`src/rtl/async_pkg.sv`:
```
// async_pkg: definitions shared by the asynchronous serial transmitter and receiver.
// Revision 1.0 - initial release.
`default_nettype none

package async_pkg;

  typedef enum logic [1:0] {
    IDLE  = 2'd0,
    START = 2'd1,
    DATA  = 2'd2,
    STOP  = 2'd3
  } uart_state_t;

  localparam int unsigned DEFAULT_CLKS_PER_BIT = 8;
  localparam int unsigned FRAME_BITS           = 8;

endpackage

`default_nettype wire

```
`src/rtl/tx_if.sv`:
```
// tx_if: parallel-load / serial-out handshake bundle of the transmitter.
// Revision 1.0 - initial release.
`default_nettype none

interface tx_if;
  logic [7:0] tx_pi;
  logic       tx_load;
  logic       tx_so;
  logic       tx_ready;
  logic       tx_busy;
  logic       tx_done;

  modport master (
    output tx_pi, tx_load,
    input  tx_so, tx_ready, tx_busy, tx_done
  );

  modport slave (
    input  tx_pi, tx_load,
    output tx_so, tx_ready, tx_busy, tx_done
  );
endinterface

`default_nettype wire

```
`src/rtl/tx_baud_gen.sv`:
```
// tx_baud_gen: loadable bit-period down-counter with a one-cycle bit_end strobe.
// Revision 1.0 - initial release.
`default_nettype none

module tx_baud_gen #(
  parameter int CLKS_PER_BIT = 8
) (
  input  logic clk,
  input  logic rst,
  input  logic i_en,
  input  logic i_load,
  output logic o_bit_end
);

  localparam int            c_cnt_w  = (CLKS_PER_BIT > 2) ? $clog2(CLKS_PER_BIT) : 1;
  localparam logic [c_cnt_w-1:0] c_reload = c_cnt_w'(CLKS_PER_BIT - 1);

  logic [c_cnt_w-1:0] r_cnt;

  always_ff @(posedge clk) begin
    if (rst) begin
      r_cnt <= '0;
    end else if (i_load) begin
      r_cnt <= c_reload;
    end else if (r_cnt != '0) begin
      r_cnt <= r_cnt - 1'b1;
    end
  end

  assign o_bit_end = i_en && (r_cnt == '0);

endmodule

`default_nettype wire

```
`src/rtl/tx.sv`:
```
// tx: 8N1 serial transmitter, MSB first, CLKS_PER_BIT clocks per bit.
// Optional macro TX_BUF_EN adds a one-byte holding register for gap-free frames. Revision 1.0.
`default_nettype none

module tx
  import async_pkg::*;
#(
  parameter int CLKS_PER_BIT = DEFAULT_CLKS_PER_BIT
) (
  input  logic clk,
  input  logic rst,
  tx_if.slave  bus
);

  localparam int                c_idx_w    = $clog2(FRAME_BITS);
  localparam logic [c_idx_w-1:0] c_last_idx = c_idx_w'(FRAME_BITS - 1);

  uart_state_t             r_state;
  logic                    r_so;
  logic                    r_busy;
  logic                    r_done;
  logic [FRAME_BITS-1:0]   r_shreg;
  logic [c_idx_w-1:0]      r_bit_idx;

  logic                    w_bit_end;
  logic                    w_ready;
  logic                    w_accept;
  logic                    w_start;
  logic [FRAME_BITS-1:0]   w_start_data;

`ifdef TX_BUF_EN
  logic                    r_hold_valid;
  logic [FRAME_BITS-1:0]   r_hold;
  logic                    w_to_hold;

  assign w_ready = !r_hold_valid;
`else
  assign w_ready = (r_state == IDLE) && !rst;
`endif

  assign w_accept = bus.tx_load && w_ready;

  // A new frame starts from IDLE, or straight out of STOP when a byte is waiting.
  always_comb begin
    w_start      = 1'b0;
    w_start_data = bus.tx_pi;
`ifdef TX_BUF_EN
    w_to_hold    = 1'b0;
`endif
    case (r_state)
      IDLE: w_start = w_accept;
      STOP: begin
`ifdef TX_BUF_EN
        if (w_bit_end) begin
          if (r_hold_valid) begin
            w_start      = 1'b1;
            w_start_data = r_hold;
            w_to_hold    = w_accept;
          end else begin
            w_start = w_accept;
          end
        end else begin
          w_to_hold = w_accept;
        end
`endif
      end
      default: begin
`ifdef TX_BUF_EN
        w_to_hold = w_accept;
`endif
      end
    endcase
  end

  always_ff @(posedge clk) begin
    if (rst) begin
      r_state   <= IDLE;
      r_so      <= 1'b1;
      r_busy    <= 1'b0;
      r_done    <= 1'b0;
      r_shreg   <= '0;
      r_bit_idx <= '0;
    end else begin
      r_done <= (r_state == STOP) && w_bit_end;
      if (w_start) begin
        r_state <= START;
        r_so    <= 1'b0;
        r_busy  <= 1'b1;
        r_shreg <= w_start_data;
      end else begin
        case (r_state)
          START: if (w_bit_end) begin
            r_state   <= DATA;
            r_so      <= r_shreg[FRAME_BITS-1];
            r_shreg   <= {r_shreg[FRAME_BITS-2:0], 1'b0};
            r_bit_idx <= c_last_idx;
          end
          DATA: if (w_bit_end) begin
            if (r_bit_idx == '0) begin
              r_state <= STOP;
              r_so    <= 1'b1;
            end else begin
              r_bit_idx <= r_bit_idx - 1'b1;
              r_so      <= r_shreg[FRAME_BITS-1];
              r_shreg   <= {r_shreg[FRAME_BITS-2:0], 1'b0};
            end
          end
          STOP: if (w_bit_end) begin
            r_state <= IDLE;
            r_busy  <= 1'b0;
          end
          default: ;
        endcase
      end
    end
  end

`ifdef TX_BUF_EN
  always_ff @(posedge clk) begin
    if (rst) begin
      r_hold_valid <= 1'b0;
      r_hold       <= '0;
    end else if (w_to_hold) begin
      r_hold_valid <= 1'b1;
      r_hold       <= bus.tx_pi;
    end else if (w_start && (r_state == STOP)) begin
      r_hold_valid <= 1'b0;
    end
  end
`endif

  tx_baud_gen #(
    .CLKS_PER_BIT (CLKS_PER_BIT)
  ) u_baud (
    .clk       (clk),
    .rst       (rst),
    .i_en      (r_busy),
    .i_load    (w_start || w_bit_end),
    .o_bit_end (w_bit_end)
  );

  assign bus.tx_so    = r_so;
  assign bus.tx_busy  = r_busy;
  assign bus.tx_done  = r_done;
  assign bus.tx_ready = w_ready;

endmodule

`default_nettype wire
```
`src/flat_wrapper.sv`:
```
// flat-port wrapper written by rule: the top's interface ports become plain ports
module tx_flat import async_pkg::*;
#(
  parameter int CLKS_PER_BIT = DEFAULT_CLKS_PER_BIT
)
  (clk, rst, bus_tx_pi, bus_tx_load, bus_tx_so, bus_tx_ready, bus_tx_busy, bus_tx_done);
  tx_if bus_i ();
  input  logic clk;
  input  logic rst;
  input wire logic [$bits(bus_i.tx_pi)-1:0] bus_tx_pi;
  input wire logic [$bits(bus_i.tx_load)-1:0] bus_tx_load;
  output wire logic [$bits(bus_i.tx_so)-1:0] bus_tx_so;
  output wire logic [$bits(bus_i.tx_ready)-1:0] bus_tx_ready;
  output wire logic [$bits(bus_i.tx_busy)-1:0] bus_tx_busy;
  output wire logic [$bits(bus_i.tx_done)-1:0] bus_tx_done;
  assign bus_i.tx_pi = bus_tx_pi;
  assign bus_i.tx_load = bus_tx_load;
  assign bus_tx_so = bus_i.tx_so;
  assign bus_tx_ready = bus_i.tx_ready;
  assign bus_tx_busy = bus_i.tx_busy;
  assign bus_tx_done = bus_i.tx_done;
  tx #(.CLKS_PER_BIT(CLKS_PER_BIT)) u_core (.clk(clk), .rst(rst), .bus(bus_i));
endmodule
```
`config.mk`:
```
export PLATFORM = sky130hd
export DESIGN_NAME = tx_flat
export DESIGN_NICKNAME = d
export VERILOG_FILES = /design/src/rtl/async_pkg.sv /design/src/rtl/tx_if.sv /design/src/rtl/tx_baud_gen.sv /design/src/rtl/tx.sv /design/src/flat_wrapper.sv
export SDC_FILE = /design/constraint.sdc
export NUM_CORES = 1
export LEC_CHECK = 0
export ABC_AREA = 1
export CORE_MARGIN = 3
export CORE_UTILIZATION = 54
export DETAILED_ROUTE_END_ITERATION = 16
export PLACE_DENSITY = 0.74
export SLEW_MARGIN = 20
export SYNTH_ARGS = -nofsm -noshare
export SYNTH_HDL_FRONTEND = slang
export SYNTH_SLANG_ARGS = --single-unit
```
`constraint.sdc`:
```
create_clock -name clk -period 1.7 [get_ports clk]
set_input_delay 0.34 -clock clk [delete_from_list [all_inputs] [get_ports clk]]
set_output_delay 0.34 -clock clk [all_outputs]
set_load 0.1 [all_outputs]
```
==> flow_summary.toml, run 1 <==
[hold_path]
hold_path_end = "u_core.u_baud.r_cnt[0]$_SDFFE_PP0P_"
hold_class = "reg -> reg"
min_path_cells = 2
hp-start = "u_core.u_baud.r_cnt[0]$_SDFFE_PP0P_"

[cells_and_area]
diodes = 0
final_layout_size_suffix_gt1_share_pct = 26.74
final_nets = 193
areaGrowthSynthToFinish_pct = 22.75
fin_util_pct = 71.78
final_area_um2 = 1451

[grt]
antenna_found_initial = 0
met2_usage_pct = 33.68
grt_pass1_vias = 899
overflow = 0
top_usage_layer = "met2"
grt_util_met3_pct = 3.704
grt_start_max_net_pins = 20
grt_pass1_wl_mm = 3.884
grtUsageTotal_pct = 18.91
grt.met1_usage_pct = 22.24

[worst_setup_path]
path_cells = "inv_4, ha_2, inv_4, nor2_8, buf_12"
critPathMaxFanout = 4
r2r-end = "u_core.r_shreg[3]$_SDFFE_PP0P_"
cp.buffers_inverters = 3
r2r_start = "u_core.r_state[0]$_SDFFE_PP0P_"
crit_required_ns = 1.36
r2r_setup_slack_ns = 0.17
crit_top_cell = "inv_4"
rr_worst_depth = 9
crit_slowest_cell = "dfxtp_4"
cpPeakStageDelay_ns = 0.38
end_kind = "output port"
critPathArrivalTime_ns = 1.29
worstSetupPathType = "reg -> out"
path_delay_family = "flip-flops"
startpoint_type = "flop"

[synthesis]
synth_nets = 173
netlist_top_cells_area = "dfxtp_1 (32%), ha_1 (9.5%), nand2_1 (9.5%)"
synth_cell_type_count = 29
synth_cells = 153
ys_seq_elements = 19
netlist.area_leader.share_pct = 32.17
seq_area_frac_synth_pct = 32.17
synth_flop_cell = "dfxtp_1"
postSynth.asyncResetShare_pct = 0
synth-edff-count = 0
yosys_warnings = 0
synth_area_leader_cell = "dfxtp_1"
syn_avg_cell_area_um2 = 7.728
synth_area_um2 = 1182

[routing]
vias = 980
routed_via_density = 4.925
antenna_left = 0
drt_wl_total_mm = 2.316
drtIter0Drc = 5
wl_per_cell_um = 11.64
drt_first_pass_iters = 4
drc_errors = 0

[cts]
insertion_delay_ns = 0.31
hold_buffers = 0
clock_path_buffers = 2
root_buffer = "clkbuf_4"
cts_tree = "built"
cts_buffers = 3
htree_levels = 1
path_clk_slew_ns = 0.12
cts.sinks = 19

[sta]
rsz0062_at_grt = "no"
fin_skew_ns = 0.01412
finalCritPeriodShare_pct = 95.87
hold_violations = 0
slew_viol_final = 0
relSlewSlack_pct = 75.64
fmax_mhz = 613.6
timing.hold.ws_ns = 0.4653
tns_ns = 0
setup_viol = 0
min_period_ns = 1.630
fin_ws_ns = 0.07019
worst_slew_pin_slew_ns = 0.3654

[placement]
dp_slack_ns = 0.005373
io_buffers = 14
placed_cell_area_um2 = 1374
gp_congestion = 0.7387
hpwl_mm = 1.743

[floorplanning]
ioPinCount = 15
core_area_um2 = 2022
start_util_pct = 58.48
die_height_um = 52.80
die_w_um = 52.80
dieArea_um2 = 2787
rows = 16

[pwr]
ir_worst_vdd_uv = 969.1
powerDensity_nw_per_um2 = 1801
power.leakage_uw = 0.0006491

[outcome]
outcome = "finished clean"

[job]
cap_violations = 0
==> area by class of cell <==
cell class / count / area [um^2]
clock inverter: 1 / 5.005
fill: 172 / 570.5
sequential: 19 / 389.1
clock buffer: 3 / 22.52
multi-input combinational: 109 / 685.7
inverter: 21 / 85.08
tap: 27 / 33.78
timing repair buffer: 19 / 230.2
==> sequential cells by signal (all words and copies together), names as in the netlist <==
register             count
u_core.bus.tx_done       1
u_core.r_bit_idx         3
u_core.r_state           2
u_core.u_baud.r_cnt      3
u_core.bus.tx_so         1
u_core.bus.tx_busy       1
u_core.r_shreg           8
==> metal layers <==
| metal | vias to the layer above | part of all wire (%) |
|---|---|---|
| met4 | 0 | 1.3 |
| li1 | 521 | - |
| met1 | 444 | 45 |
| met2 | 11 | 51 |
| met5 | - | 0 |
| met3 | 4 | 2.7 |
==> worst max-delay path by stage <==
stage,start,to,cells past startpoint
6_report,u_core.r_state[0]$_SDFFE_PP0P_,bus_tx_ready,5
5_1_grt,u_core.r_state[0]$_SDFFE_PP0P_,bus_tx_ready,5
4_1_cts,u_core.r_state[1]$_SDFFE_PP0P_,bus_tx_ready,5
3_5_place_dp,rst,u_core.r_shreg[3]$_SDFFE_PP0P_,6
3_3_place_gp,rst,u_core.r_shreg[3]$_SDFFE_PP0P_,6
2_1_floorplan,u_core.r_state[0]$_SDFFE_PP0P_,u_core.r_shreg[6]$_SDFFE_PP0P_,10
==> power by group <==
group	leakage [uW]	switching (uW)	total, uW	internal [uW]
clock	0.0000177	146	234	87.8
combinational	0.000473	996	1650	655
sequential	0.000158	116	729	613
==> Yosys cell counts, types with 2 or more instances <==
master   count
a21oi_1      6
a21oi_2      2
buf_6        3
dfxtp_1     19
ha_1         9
inv_1       16
inv_2        4
nand2_1     30
nand2_2      3
nand3_1      7
nand3_4      2
nor2_1      21
nor2_2       6
o21ai_0      9
xnor2_1      2
==> stage by stage <==
step	total power (uW)	instances
after floorplan	1943	153
after global placement	2223	192
after detailed placement	2290	192
after CTS	2529	196
after global routing	2843	199
final	2614	199
==> cell families (layout without fill, tap and decap cells) <==
kind of cell,count (synthesis),after routing,synth area share [%]
and+or+nand+nor,77,77,35.34
buffers and inverters,25,44,10.05
DFF,19,19,32.17
AOI/OAI and AO/OA,21,21,11.43
adders and majority gates,9,9,9.524
xor gates and xnor gates,2,2,1.482
==> cells in the final DEF (no fill, tap or decap), drive strengths merged, types with 2 or more instances in the layout <==
cell / count
nand2: 35
nor2: 28
inv: 20
dfxtp: 19
o21ai: 12
clkdlybuf4s50: 10
nand3: 10
ha: 9
buf: 9
a21oi: 8
clkbuf: 3
clkinv: 2
xnor2: 2
nand4: 2
==> worst min-delay path, cell delays in order (launching register included) <==
cell and delay, ns:
dfxtp_1 0.33, nand2_1 0.06, a21oi_1 0.05
==> repair_timing <==
item | in CTS | in global routing
setup endpoints to repair | 1 | 4
endpoints found under the hold margin | 0 | 0
resized for setup | 1 | 8
pin swaps | 0 | 1
setup buffers | 0 | 3
Note: power is estimated with default switching activity, not from simulation.
==> run 2: changes to the inputs <==
--- a/config.mk
+++ b/config.mk
@@ -6,10 +6,13 @@
 export NUM_CORES = 1
 export LEC_CHECK = 0
 export ABC_AREA = 1
+export CELL_PAD_IN_SITES_DETAIL_PLACEMENT = 0
+export CELL_PAD_IN_SITES_GLOBAL_PLACEMENT = 1
 export CORE_MARGIN = 3
-export CORE_UTILIZATION = 54
+export CORE_UTILIZATION = 45
 export DETAILED_ROUTE_END_ITERATION = 16
-export PLACE_DENSITY = 0.74
+export DONT_BUFFER_PORTS = 1
+export PLACE_DENSITY = 0.73
 export SLEW_MARGIN = 20
 export SYNTH_ARGS = -nofsm -noshare
 export SYNTH_HDL_FRONTEND = slang
==> flow_summary.toml, run 2 (synthesis gave the netlist of run 1 again) <==
[outcome]
outcome = "finished clean"

[cts]
root_buffer = "clkbuf_4"
clock_path_buffers = 2
insertion_delay_ns = 0.29
hold_buffers = 0
cts.sinks = 19
cts_tree = "built"
path_clk_slew_ns = 0.11
htree_levels = 1
cts_buffers = 3

[routing]
drt_first_pass_iters = 4
wl_per_cell_um = 11.31
drt_wl_total_mm = 2.138
drc_errors = 0
routed_via_density = 5.032
drtIter0Drc = 17
vias = 951
antenna_left = 0

[cells_and_area]
final_common_cell = "nand2_1"
final-seq-area_um2 = 389.1
fin_cells = 189
largest_register_ffs = 8
final_layout_size_suffix_gt1_share_pct = 27.33
fillers = 245
final_area_um2 = 1304
multi_input_area_um2 = 685.7
diodes = 0
final_cell_mix = "nand2_1 (30), nor2_1 (21), dfxtp_1 (16)"
regMostFlops = "u_core.r_shreg"
areaGrowthSynthToFinish_pct = 10.26
reg_top3 = "u_core.r_shreg: 8 flops, u_core.r_bit_idx: 3 flops, u_core.u_baud.r_cnt: 3 flops"
final_nets = 182

[pwr]
powerDensity_nw_per_um2 = 1914
total_power_uw = 2496
clkPwrFrac_pct = 9.1
power_switching_share_pct = 47.98
p_comb_share_pct = 62.7
power.leakage_uw = 0.0005898
power.internal_uw = 1298
ir_worst_vdd_uv = 1189
pwr-share-seq_pct = 28.2
p_sw_uw = 1197

[grt]
grt_pass1_wl_mm = 3.539
overflow = 0
antenna_found_initial = 0
grt_pass1_vias = 851
grt_start_max_net_pins = 20
grtUsageTotal_pct = 13.56

[sta]
finalCritPeriodShare_pct = 96.23
fin_skew_ns = 0.005730
min_period_ns = 1.636
timing.hold.ws_ns = 0.1002
rsz0062_at_grt = "no"
slew_viol_final = 0
setup_viol = 0
relSlewSlack_pct = 76.47
tns_ns = 0
hold_violations = 0
fmax_mhz = 611.3
worst_slew_pin_slew_ns = 0.3529

[placement]
placed_cell_area_um2 = 1217
hpwl_mm = 1.658
io_buffers = 0
gp_congestion = 0.7699
place_inst = 182

[worst_setup_path]
worstSetupPathType = "reg -> out"
end_kind = "output port"
critPathMaxFanout = 5
crit_required_ns = 1.36
startpoint_type = "flop"
critPathArrivalTime_ns = 1.30

[job]
cap_violations = 0

[hold_path]
hold_class = "in -> reg"

[floorplanning]
ioPinCount = 15
die_w_um = 57.26
rows = 17
start_util_pct = 50.53
core_area_um2 = 2340
dieArea_um2 = 3279
die_height_um = 57.26
-- run 2: worst max-delay path, cell delays in order, from the launching register on --
cell,delay (ns)
dfxtp_4,0.38
inv_2,0.06
ha_2,0.19
inv_4,0.06
nor2_8,0.13
buf_12,0.18
-- run 2: worst paths after layout --
path                                       startpoint  cells after the start                                  end  slack (ns)
setup / recovery       u_core.r_state[1]$_SDFFE_PP0P_                      5                         bus_tx_ready        0.06
hold / removal                                    rst                      1     u_core.r_bit_idx[2]$_SDFFE_PP0P_        0.10
setup reg to reg       u_core.r_state[1]$_SDFFE_PP0P_                      9       u_core.r_shreg[4]$_SDFFE_PP0P_        0.18
hold reg to reg   u_core.u_baud.r_cnt[0]$_SDFFE_PP0P_                      2  u_core.u_baud.r_cnt[0]$_SDFFE_PP0P_        0.47
-- run 2: power by group through the flow --
stage                     logic (uW)  registers [uW]  clock network [uW]
after floorplan                 1130             816                   0
after global placement          1440             702                   0
after detailed placement        1460             710                   0
after CTS                       1480             704                 239
after global routing            1750             725                 259
final                           1560             705                 226
-- run 2: final cells by class --
cell class                      count  area share, %
Clock buffer                        4          2.015
Timing Repair Buffer                8          6.526
Sequential cell                    19          29.85
Multi-Input combinational cell    109          52.59
Inverter                           21          6.334
Tap cell                           28          2.687
-- run 2: per-layer routing --
metal	global-route usage (%)	share of wire (%)
met2	22.19	47
met1	17.77	49
met4	2.980	0.65
met5	0	0
met3	3.846	4.0
-- run 2: repair_timing --
action / CTS / global route
pin swaps: 0 / 1
buffers inserted: 0 / 3
gates resized for setup: 4 / 7
gates cloned: 0 / 0
setup endpoints to repair: 1 / 3
-- run 2: metrics by stage --
step / util, % / worst slack, ns
after floorplan: - / 0.1082
after detailed placement: 52.03 / 0.1179
after CTS: 53.58 / 0.01458
final: 55.72 / 0.06413
after global placement: 52.03 / 0.1920
after global routing: 55.72 / 0.005875
